==> src/rtl/dmem_arbiter_pkg.sv <==
// dmem_arb_pkg: shared definitions for the DataMemory arbiter slice.
//   - arb_state_t : access sequencer states (IDLE, ACCESS, WAIT, RESP)
//   - NUM_REQ     : number of requesters (core load/store = 0, debug/DMA = 1)
//   - owner_onehot: converts a requester index into its one-hot strobe
package dmem_arb_pkg;

    localparam int unsigned NUM_REQ = 2;

    typedef enum logic [1:0] {
        IDLE   = 2'd0,
        ACCESS = 2'd1,
        WAIT   = 2'd2,
        RESP   = 2'd3
    } arb_state_t;

    function automatic logic [NUM_REQ-1:0] owner_onehot(input logic owner);
        return owner ? 2'b10 : 2'b01;
    endfunction

endpackage

==> src/rtl/dmem_arbiter_if.sv <==
// dmem_arbiter_if: request/response bus between the two requesters and the
// DataMemory arbiter.
//   req_valid/req_ready : per-requester handshake (bit i = requester i)
//   req_we              : per-requester write (1) / read (0)
//   req_addr/req_wdata  : packed payloads, requester i at [i*W +: W]
//   resp_valid          : one-cycle response strobe to the owning requester
//   resp_rdata/resp_err : response payload, qualified by resp_valid
// Modports: master (requester side), slave (arbiter side).
interface dmem_arbiter_if
    import dmem_arb_pkg::*;
#(
    parameter int unsigned AW = 32,
    parameter int unsigned DW = 32
);
    logic [NUM_REQ-1:0]    req_valid;
    logic [NUM_REQ-1:0]    req_ready;
    logic [NUM_REQ-1:0]    req_we;
    logic [NUM_REQ*AW-1:0] req_addr;
    logic [NUM_REQ*DW-1:0] req_wdata;
    logic [NUM_REQ-1:0]    resp_valid;
    logic [DW-1:0]         resp_rdata;
    logic                  resp_err;

    modport master (
        output req_valid, req_we, req_addr, req_wdata,
        input  req_ready, resp_valid, resp_rdata, resp_err
    );

    modport slave (
        input  req_valid, req_we, req_addr, req_wdata,
        output req_ready, resp_valid, resp_rdata, resp_err
    );

endinterface

==> src/rtl/dmem_arbiter_rr_arbiter2.sv <==
// rr_arbiter2: combinational two-input round-robin pick.
//   req_valid  : request vector (bit i = requester i)
//   last_grant : index of the requester granted most recently
//   grant      : one-hot winner, zero when nobody requests
// On a tie the requester that did not win last time is chosen.
module rr_arbiter2
    import dmem_arb_pkg::*;
(
    input  logic [NUM_REQ-1:0] req_valid,
    input  logic               last_grant,
    output logic [NUM_REQ-1:0] grant
);

    always_comb begin
        grant = '0;
        case (req_valid)
            2'b01:   grant = 2'b01;
            2'b10:   grant = 2'b10;
            2'b11:   grant = last_grant ? 2'b01 : 2'b10;
            default: grant = '0;
        endcase
    end

endmodule

==> src/rtl/dmem_arbiter.sv <==
// dmem_arbiter: shares the single-port DataMemory between the core
// load/store path (requester 0) and the debug/DMA port (requester 1).
// One access at a time: accept -> ACCESS -> WAIT x (MEM_LAT-1) -> RESP.
//   clk, rst         : clock, synchronous active-high reset
//   bus (slave)      : request/response bus, see dmem_arbiter_if
//   mem_address      : DataMemory address (passed through unmodified)
//   mem_write_data   : DataMemory write data
//   mem_write_enable : DataMemory write strobe
//   mem_read_enable  : DataMemory read strobe
//   mem_read_data    : DataMemory read data, valid MEM_LAT cycles after
//                      read_enable is sampled
// Optional: define DMEM_ARB_ALIGN_CHECK_EN to reject addresses with
// addr[1:0] != 0 (no memory access, resp_err=1); otherwise resp_err is 0.
module dmem_arbiter
    import dmem_arb_pkg::*;
#(
    parameter int unsigned AW      = 32,
    parameter int unsigned DW      = 32,
    parameter int unsigned MEM_LAT = 1
)(
    input  logic           clk,
    input  logic           rst,
    dmem_arbiter_if.slave  bus,
    output logic [AW-1:0]  mem_address,
    output logic [DW-1:0]  mem_write_data,
    output logic           mem_write_enable,
    output logic           mem_read_enable,
    input  logic [DW-1:0]  mem_read_data
);

    localparam logic [2:0] LAT_M1 = 3'(MEM_LAT - 1);

    arb_state_t         state;
    arb_state_t         state_nx;
    logic               last_grant;
    logic               owner;
    logic               op_we;
    logic               op_err;
    logic [2:0]         lat_cnt;

    logic [NUM_REQ-1:0] grant;
    logic               win;
    logic               accept;
    logic               misaligned;
    logic               sel_we;
    logic [AW-1:0]      sel_addr;
    logic [DW-1:0]      sel_wdata;

    rr_arbiter2 u_rr (
        .req_valid  (bus.req_valid),
        .last_grant (last_grant),
        .grant      (grant)
    );

    // Winner payload mux; ready is withheld while rst is high so no
    // handshake can complete on a reset edge.
    always_comb begin
        win           = grant[1];
        accept        = (state == IDLE) && (|grant) && !rst;
        bus.req_ready = accept ? grant : '0;
        sel_we        = bus.req_we[win];
        sel_addr      = win ? bus.req_addr[AW +: AW]  : bus.req_addr[0 +: AW];
        sel_wdata     = win ? bus.req_wdata[DW +: DW] : bus.req_wdata[0 +: DW];
`ifdef DMEM_ARB_ALIGN_CHECK_EN
        misaligned    = (sel_addr[1:0] != 2'b00);
`else
        misaligned    = 1'b0;
`endif
    end

    always_comb begin
        state_nx = state;
        case (state)
            IDLE:    if (accept) state_nx = misaligned ? RESP : ACCESS;
            ACCESS:  state_nx = (op_we || (MEM_LAT <= 1)) ? RESP : WAIT;
            WAIT:    if (lat_cnt == 3'd1) state_nx = RESP;
            RESP:    state_nx = IDLE;
            default: state_nx = IDLE;
        endcase
    end

    // Memory strobes are registered one state ahead so they are high
    // exactly during ACCESS and WAIT.
    always_ff @(posedge clk) begin
        if (rst) begin
            state            <= IDLE;
            last_grant       <= 1'b1;
            lat_cnt          <= '0;
            owner            <= 1'b0;
            op_we            <= 1'b0;
            op_err           <= 1'b0;
            mem_address      <= '0;
            mem_write_data   <= '0;
            mem_write_enable <= 1'b0;
            mem_read_enable  <= 1'b0;
            bus.resp_valid   <= '0;
            bus.resp_rdata   <= '0;
            bus.resp_err     <= 1'b0;
        end else begin
            state            <= state_nx;
            mem_write_enable <= 1'b0;
            mem_read_enable  <= 1'b0;
            bus.resp_valid   <= '0;
            bus.resp_err     <= 1'b0;
            case (state)
                IDLE: begin
                    if (accept) begin
                        owner      <= win;
                        last_grant <= win;
                        op_we      <= sel_we;
                        op_err     <= misaligned;
                        if (!misaligned) begin
                            mem_address      <= sel_addr;
                            mem_write_data   <= sel_wdata;
                            mem_write_enable <= sel_we;
                            mem_read_enable  <= !sel_we;
                        end
                    end
                end
                ACCESS: begin
                    if (!op_we) begin
                        lat_cnt         <= LAT_M1;
                        mem_read_enable <= (MEM_LAT > 1);
                    end
                end
                WAIT: begin
                    lat_cnt         <= lat_cnt - 3'd1;
                    mem_read_enable <= (lat_cnt != 3'd1);
                end
                RESP: begin
                    bus.resp_valid <= owner_onehot(owner);
                    bus.resp_err   <= op_err;
                    bus.resp_rdata <= (op_we || op_err) ? '0 : mem_read_data;
                end
                default: ;
            endcase
        end
    end

endmodule

==> src/flat_wrapper.sv <==
// flat-port wrapper written by rule: the top's interface ports become plain ports
module dmem_arbiter_flat import dmem_arb_pkg::*;
#(
    parameter int unsigned AW      = 32,
    parameter int unsigned DW      = 32,
    parameter int unsigned MEM_LAT = 1
)
  (clk, rst, mem_address, mem_write_data, mem_write_enable, mem_read_enable, mem_read_data, bus_req_valid, bus_req_we, bus_req_addr, bus_req_wdata, bus_req_ready, bus_resp_valid, bus_resp_rdata, bus_resp_err);
  dmem_arbiter_if #(.AW(AW), .DW(DW)) bus_i ();
  input  logic clk;
  input  logic rst;
  output logic [AW-1:0] mem_address;
  output logic [DW-1:0] mem_write_data;
  output logic mem_write_enable;
  output logic mem_read_enable;
  input  logic [DW-1:0] mem_read_data;
  input wire logic [$bits(bus_i.req_valid)-1:0] bus_req_valid;
  input wire logic [$bits(bus_i.req_we)-1:0] bus_req_we;
  input wire logic [$bits(bus_i.req_addr)-1:0] bus_req_addr;
  input wire logic [$bits(bus_i.req_wdata)-1:0] bus_req_wdata;
  output wire logic [$bits(bus_i.req_ready)-1:0] bus_req_ready;
  output wire logic [$bits(bus_i.resp_valid)-1:0] bus_resp_valid;
  output wire logic [$bits(bus_i.resp_rdata)-1:0] bus_resp_rdata;
  output wire logic [$bits(bus_i.resp_err)-1:0] bus_resp_err;
  assign bus_i.req_valid = bus_req_valid;
  assign bus_i.req_we = bus_req_we;
  assign bus_i.req_addr = bus_req_addr;
  assign bus_i.req_wdata = bus_req_wdata;
  assign bus_req_ready = bus_i.req_ready;
  assign bus_resp_valid = bus_i.resp_valid;
  assign bus_resp_rdata = bus_i.resp_rdata;
  assign bus_resp_err = bus_i.resp_err;
  dmem_arbiter #(.AW(AW), .DW(DW), .MEM_LAT(MEM_LAT)) u_core (.clk(clk), .rst(rst), .bus(bus_i), .mem_address(mem_address), .mem_write_data(mem_write_data), .mem_write_enable(mem_write_enable), .mem_read_enable(mem_read_enable), .mem_read_data(mem_read_data));
endmodule
==> config.mk <==
export PLATFORM = sky130hd
export DESIGN_NAME = dmem_arbiter_flat
export DESIGN_NICKNAME = d
export VERILOG_FILES = /design/src/rtl/dmem_arbiter_pkg.sv /design/src/rtl/dmem_arbiter_if.sv /design/src/rtl/dmem_arbiter_rr_arbiter2.sv /design/src/rtl/dmem_arbiter.sv /design/src/flat_wrapper.sv
export SDC_FILE = /design/constraint.sdc
export NUM_CORES = 1
export LEC_CHECK = 0
export ABC_AREA = 1
export CORE_MARGIN = 5
export CORE_UTILIZATION = 30
export DETAILED_ROUTE_END_ITERATION = 8
export GPL_TIMING_DRIVEN = 0
export HOLD_SLACK_MARGIN = 0.08
export PLACE_DENSITY_LB_ADDON = 0.2
export REMOVE_ABC_BUFFERS = 1
export SETUP_SLACK_MARGIN = 0.1
export SLEW_MARGIN = 20
export SYNTH_ARGS = -nofsm -noshare
export SYNTH_HDL_FRONTEND = slang
export SYNTH_SLANG_ARGS = --single-unit
export TNS_END_PERCENT = 10
==> constraint.sdc <==
create_clock -name clk -period 1.6 [get_ports clk]
set_input_delay 0.32 -clock clk [delete_from_list [all_inputs] [get_ports clk]]
set_output_delay 0.32 -clock clk [all_outputs]
set_load 0.01 [all_outputs]
# ---- After elaboration in Yosys (flattened, before gate mapping)
# Cells that the tools add are included.
dict set report totals {
  reg_bits 108
  out_inout_bits 103
  word_cells 55
}
dict set report op_classes {
  add_sub_neg 1
  order_cmp 1
  n_eq_ne 11
  mux 16
  bitwise 3
  n_reduce_logical 12
}
# cell n
set ops {}
lappend ops {{32-bit two-way mux} 3}
lappend ops {{2-bit two-way mux} 5}
lappend ops {{2-bit equality test, second input constant} 4}
lappend ops {{2-bit one-hot mux with 4 select lines} 1}
lappend ops {{2-bit one-hot mux with 3 select lines} 1}
lappend ops {{3-bit one-hot mux with 2 select lines} 1}
lappend ops {{2-bit AND reduction} 3}
lappend ops {{2-bit by 1-bit equality test with 1-bit output, second input constant} 2}
lappend ops {{2-bit by 1-bit != test with 1-bit output, second input constant} 2}
lappend ops {{2-bit OR reduction} 2}
lappend ops {{3-bit by 1-bit equality test with 1-bit output, second input constant} 1}
lappend ops {{1-bit two-way mux} 3}
lappend ops {{3-bit two-way mux} 1}
lappend ops {{3-bit by 1-bit != test with 1-bit output, second input constant} 1}
lappend ops {{1-bit inverter} 3}
lappend ops {{3-bit OR reduction} 1}
lappend ops {{3-bit by 1-bit subtractor with 3-bit output, second input constant} 1}
lappend ops {{1-bit logical AND} 2}
lappend ops {{1-bit logical NOT} 2}
lappend ops {{2-bit logical NOT} 1}
lappend ops {{1-bit by 2-bit < comparator with 1-bit output, second input constant} 1}
lappend ops {{2-bit != test, second input constant} 1}
lappend ops {{1-bit one-hot mux with 2 select lines} 1}
lappend ops {{2-bit nonzero test} 1}

# ---- Depth between registers and ports, before layout
dict set report depth {
  depth_word 7
  ltp_mapped 8
}

# ---- By module
# From an unflattened synthesis, not the netlist that was laid out.
dict set report unflattened {
  cells_unflattened 708
  hier_area_um2 4717.0
}
# module n_inst cells_each area_per_inst_um2 seq_area_each_um2
set by_module_without_submodules {}
lappend by_module_without_submodules {dmem_arbiter 1 703 4695.8 2162.1}
lappend by_module_without_submodules {rr_arbiter2 1 5 21.3 0.0}

# ---- Worst setup path after synthesis
# OpenSTA, ideal clock, no wires.
dict set report synth_timing {
  kind {reg-to-output}
  startpoint {reg u_core.state[0]}
  endpoint {out bus_req_ready[1]}
  arrival_ns 1.276
  required_time_ns 1.280
  path_slack_ns 0.004
  stages_incl_launch_ff 9
  n_path_buf 2
  path_cell_list {dfxtp_1 inv_1 ha_1 inv_2 nor3_2 buf_4 buf_6 nand2_1 inv_2}
}
dict set report synth_between {
  elab_chain_cells 4
}
# item line_no
set synth_lines {}
lappend synth_lines {{from (decl)} dmem_arbiter.sv:33} ;# arb_state_t state;
lappend synth_lines {{from (signal assigned)} dmem_arbiter.sv:100} ;# state <= state_nx;
lappend synth_lines {{2-bit logical NOT} dmem_arbiter.sv:59} ;# accept = (state == IDLE) && (|grant) && !rst;
lappend synth_lines {{1-bit logical AND (2 in series)} dmem_arbiter.sv:59}
lappend synth_lines {{2-bit two-way mux} dmem_arbiter.sv:60} ;# bus.req_ready = accept ? grant : '0;
lappend synth_lines {{to (decl)} flat_wrapper.sv:21} ;# output wire logic [$bits(bus_i.req_ready)-1:0] bus_req_ready;
# Every way passes these cells.

# ---- Worst setup path after layout
dict set report layout_timing {
  startpoint {reg u_core.state[0]}
  endpoint {out bus_req_ready[0]}
}
# The elaborated chain is that of the path after synthesis.

==> results_tabular.tex <==
\begin{tabular}{lr}
\hline
Metric & Value \\
\hline
\multicolumn{2}{l}{\textbf{STA}} \\
\quad Max frequency & 554.8 MHz \\
\quad Final setup viols & 11 \\
\quad Final worst path period need & between 1.5 and 2 ns \\
\quad Part of the cycle the worst path needs & 112.6\% \\
\quad Max-slew violation count & 0 \\
\quad Fin. Hold Viols & 0 \\
\quad Unrepaired setup endpoints after global routing & true \\
\quad Worst-case headroom to the max-slew limit & between 50 and 60\% \\
\quad Clock Skew & 0.006459 ns \\
\quad Total negative slack & -0.4230 ns \\
\quad Post-layout worst setup margin & -0.2023 ns \\
\quad Transition time at the pin with the least slew margin & 0.6162 ns \\
\multicolumn{2}{l}{\textbf{Setup path}} \\
\quad CP endpoint & bus\_req\_ready[0] \\
\quad Setup slack on the worst flop-to-flop path & -0.03 ns \\
\quad Cell depth of the worst flop-to-flop path & 11 \\
\quad Slowest stage cell on the critical path & sky130\_fd\_sc\_hd\_\_dfxtp\_2 \\
\quad Crit start category & flop \\
\quad Crit path depth & 8 \\
\quad Dominant delay contributor by cell family on the critical path & buffers and inverters \\
\quad Reg-to-Reg Start & u\_core.state[0] \\
\quad Critical Path Fanout Max & 3 \\
\quad Bufs and invs on worst path & 5 \\
\quad Delay of the slowest critical-path stage & between 0.3 and 0.4 ns \\
\quad Sequence of cells on the critical path & inv\_2 -> ha\_4 -> inv\_4 -> nor3\_4 -> buf\_6 -> inv\_4 -> nor2\_4 -> buf\_6 \\
\quad Required time of the critical path & 1.28 ns \\
\quad Critical setup path kind & flop to output pin \\
\quad Crit path from & u\_core.state[0] \\
\quad Kind of end point of the critical path & output pin \\
\quad Reg-to-Reg End & u\_core.mem\_address[10] \\
\quad Arrival @ worst endpoint & 1.48 ns \\
\multicolumn{2}{l}{\textbf{Place}} \\
\quad PortBufs & 267 \\
\quad Final weighted congestion in routability-driven placement & 0.7163 \\
\quad Placed Cells incl. Taps & 1082 \\
\quad DPL Wire Length & approximately 12 mm \\
\quad Pre-CTS setup slack & -1.142 ns \\
\multicolumn{2}{l}{\textbf{Clock tree}} \\
\quad Deepest clock path buffer count & 2 \\
\quad Total clock sinks & 108 \\
\quad Clock slew at the register clock pins of the worst setup and hold paths & 0.07 ns \\
\quad Number of H-tree levels & 3 \\
\quad Num CTS Buffers & 9 \\
\quad Root cell of the clock tree & sky130\_fd\_sc\_hd\_\_clkbuf\_16 \\
\quad Hold bufs inserted after CTS & 0 \\
\quad CTS tree & yes \\
\quad Clk Latency, worst-skew pair & 0.35 ns \\
\multicolumn{2}{l}{\textbf{Routing}} \\
\quad Drc violations & 0 \\
\quad Vias after detailed routing & 5104 \\
\quad Total wirelength of the detailed-routed design & 17.99 mm \\
\quad First-pass detailed-route iteration total & 4 \\
\quad Number of DRC markers after the initial detailed-route iteration & 189 \\
\quad Count of antenna-violating nets left after detailed routing & 0 \\
\quad Per-cell routed wire length & 15.61 um \\
\quad Drt via density & $\sim$4.4 \\
\multicolumn{2}{l}{\textbf{Synthesis}} \\
\quad Cell accounting for the most synthesized area & sky130\_fd\_sc\_hd\_\_dfxtp\_1 \\
\quad Unique masters post-synth & 25 \\
\quad EDFF count, synth & 0 \\
\quad Most repeated cell in the gate-level netlist after synthesis & sky130\_fd\_sc\_hd\_\_inv\_1 \\
\quad Fraction of the yosys area taken by sequential cells & 45.98\% \\
\quad Yosys top cell area share & 45.98\% \\
\quad Flip-flop and latch count after synthesis & 108 \\
\quad Primary FF master, synth & sky130\_fd\_sc\_hd\_\_dfxtp\_1 \\
\quad Fraction of registers with async set/reset & 0\% \\
\quad Synthesized area & 4702 sq um \\
\quad Post-synthesis instance total & 635 \\
\quad Number of warnings reported in the yosys synthesis log & 0 \\
\quad Biggest area contributors in the synthesized netlist & sky130\_fd\_sc\_hd\_\_dfxtp\_1 (46\%), sky130\_fd\_sc\_hd\_\_inv\_1 (11\%), sky130\_fd\_sc\_hd\_\_o211ai\_1 (10\%) \\
\quad Synthesized area divided by synthesized cell count & 7.405 sq um \\
\quad Most common library cells after synthesis & sky130\_fd\_sc\_hd\_\_inv\_1 (142), sky130\_fd\_sc\_hd\_\_dfxtp\_1 (108), sky130\_fd\_sc\_hd\_\_nand2\_1 (107) \\
\multicolumn{2}{l}{\textbf{Floorplanning}} \\
\quad Die Wd & 135.2 um \\
\quad Number of cell rows & 45 \\
\quad Die H & 135.2 um \\
\quad Initial Utilization & roughly 30\% \\
\quad Area inside the core boundary & 15310 sq um \\
\quad I/O pin count & approximately 270 \\
\quad Die Outline Area & $\sim$18000 sq um \\
\multicolumn{2}{l}{\textbf{GRT}} \\
\quad Via count of the first global-routing pass & 4564 \\
\quad GR Util All Layers & 17.25\% \\
\quad First-pass GRT wire length & 24.74 mm \\
\quad Number of antenna violations at the first check in global routing & 0 \\
\quad Total grt overflow & 0 \\
\quad Largest net degree at the start of global routing & 36 \\
\multicolumn{2}{l}{\textbf{Layout}} \\
\quad Count of fill cells added during filler insertion & 1413 \\
\quad Ant. Diodes & 0 \\
\quad Count of placed standard cells in the final layout, fillers left out & between 1k and 1.5k \\
\quad Fraction of layout cells with a size suffix above 1 & roughly 15\% \\
\quad Count of nets after finishing & 1109 \\
\quad P\&R area growth vs syn & 88.32\% \\
\quad Final Util & 57.82\% \\
\multicolumn{2}{l}{\textbf{Min path}} \\
\quad Classification of the worst-slack hold path & input pin to flop \\
\multicolumn{2}{l}{\textbf{Run}} \\
\quad Max-cap check violation count & 0 \\
\multicolumn{2}{l}{\textbf{Power and ir drop}} \\
\quad Standby leakage power & slightly below 4 nW \\
\quad Power per Cell Area & 1202 nW/um\^{}2 \\
\quad Max IR drop VDD & 0.0005720 V \\
\multicolumn{2}{l}{\textbf{Run status}} \\
\quad Run status & finished with violations \\
\quad Violations in the final reports & negative setup slack \\
\hline
\end{tabular}
==> stage by stage <==
| stage | cell area, sq um | power (mW) | hold WS, ns |
|---|---|---|---|
| after global routing | 8855 | 11.32 | 0.3181 |
| after CTS | 8048 | 9.687 | 0.2986 |
| after detailed placement | 7715 | 7.650 | 0.4149 |
| after floorplan | 4479 | 5.276 | 0.3891 |
| after global placement | 7416 | 7.360 | 0.4079 |
| final | 8855 | 10.65 | 0.3268 |
==> cell usage in the layout, fill, tap and decap left out, drive strengths merged <==
| master | netlist | layout |
|---|---|---|
| nand3 | 36 | 36 |
| nor3 | 3 | 3 |
| clkinvlp | 0 | 5 |
| xor2 | 1 | 1 |
| a21o | 1 | 1 |
| o211ai | 64 | 64 |
| nand2 | 107 | 107 |
| nor2 | 6 | 6 |
| a21oi | 39 | 39 |
| conb | 1 | 1 |
| inv | 145 | 144 |
| clkbuf | 12 | 20 |
| dfxtp | 108 | 108 |
| o22ai | 1 | 1 |
| dlygate4sd2 | 0 | 102 |
| clkinv | 1 | 3 |
| o21ai | 72 | 72 |
| clkdlybuf4s50 | 0 | 162 |
| ha | 6 | 6 |
| buf | 32 | 61 |
==> timing repair <==
item,4_1_cts,5_1_grt
setup endpoints to repair,206,76
gates resized for setup,136,80
cloned,0,11
pin swaps,8,31
buffers inserted,12,32
==> flip-flops by register name (all words and copies together) (netlist names) <==
name and cells:
u_core.mem_address 32, u_core.owner 1, u_core.mem_write_enable 1, u_core.op_we 1
u_core.mem_read_enable 1, u_core.state 2, u_core.bus.resp_valid 2, u_core.last_grant 1
u_core.mem_write_data 32, u_core.lat_cnt 3, u_core.bus.resp_rdata 32
==> final cells by class <==
cell class | count | area, sq um | area share (%)
Timing Repair Buffer | 335 | 3542 | 40.00
Sequential cell | 108 | 2168 | 24.49
Multi-Input combinational cell | 337 | 2018 | 22.79
Inverter | 146 | 583.1 | 6.585
Tap cell | 211 | 264.0 | 2.981
Clock buffer | 10 | 239.0 | 2.699
Clock inverter | 6 | 40.04 | 0.4522
==> routing by layer <==
layer | vias to the layer above | part of all wire [%] | global-route usage [%]
met5 | - | 0 | 0
met4 | 0 | 1.2 | 4.423
met3 | 14 | 12 | 9.770
met2 | 190 | 48 | 28.37
met1 | 2266 | 39 | 19.31
li1 | 2634 | - | -
==> worst min-delay path by stage <==
| stage | startpoint | endpoint | cells after the start |
|---|---|---|---|
| finish | rst | u_core.state[0] | 2 |
| global route | rst | u_core.state[0] | 2 |
| CTS | rst | u_core.state[0] | 2 |
| detailed placement | u_core.owner | u_core.bus.resp_valid[0] | 1 |
| global placement | u_core.owner | u_core.bus.resp_valid[0] | 1 |
| floorplan | rst | u_core.bus.resp_rdata[0] | 1 |
==> where the power goes <==
group,internal [mW],leakage [nW],switching (mW)
Sequential,3.31,0.886,0.317
Combinational,2.52,2.93,2.34
Clock,1.09,0.127,1.07
==> logic make-up (layout without fill, tap and decap cells) <==
group / Yosys count / after routing / synth area share [%]
AOI/OAI and AO/OA: 177 / 177 / 22.49
xor gates and xnor gates: 1 / 1 / 0.1863
adders and majority gates: 6 / 6 / 1.597
buffers and inverters: 190 / 497 / 16.39
DFF: 108 / 108 / 45.98
other: 1 / 1 / 0.07975
and+or+nand+nor: 152 / 152 / 13.28
Power figures use the tool's default switching activity.
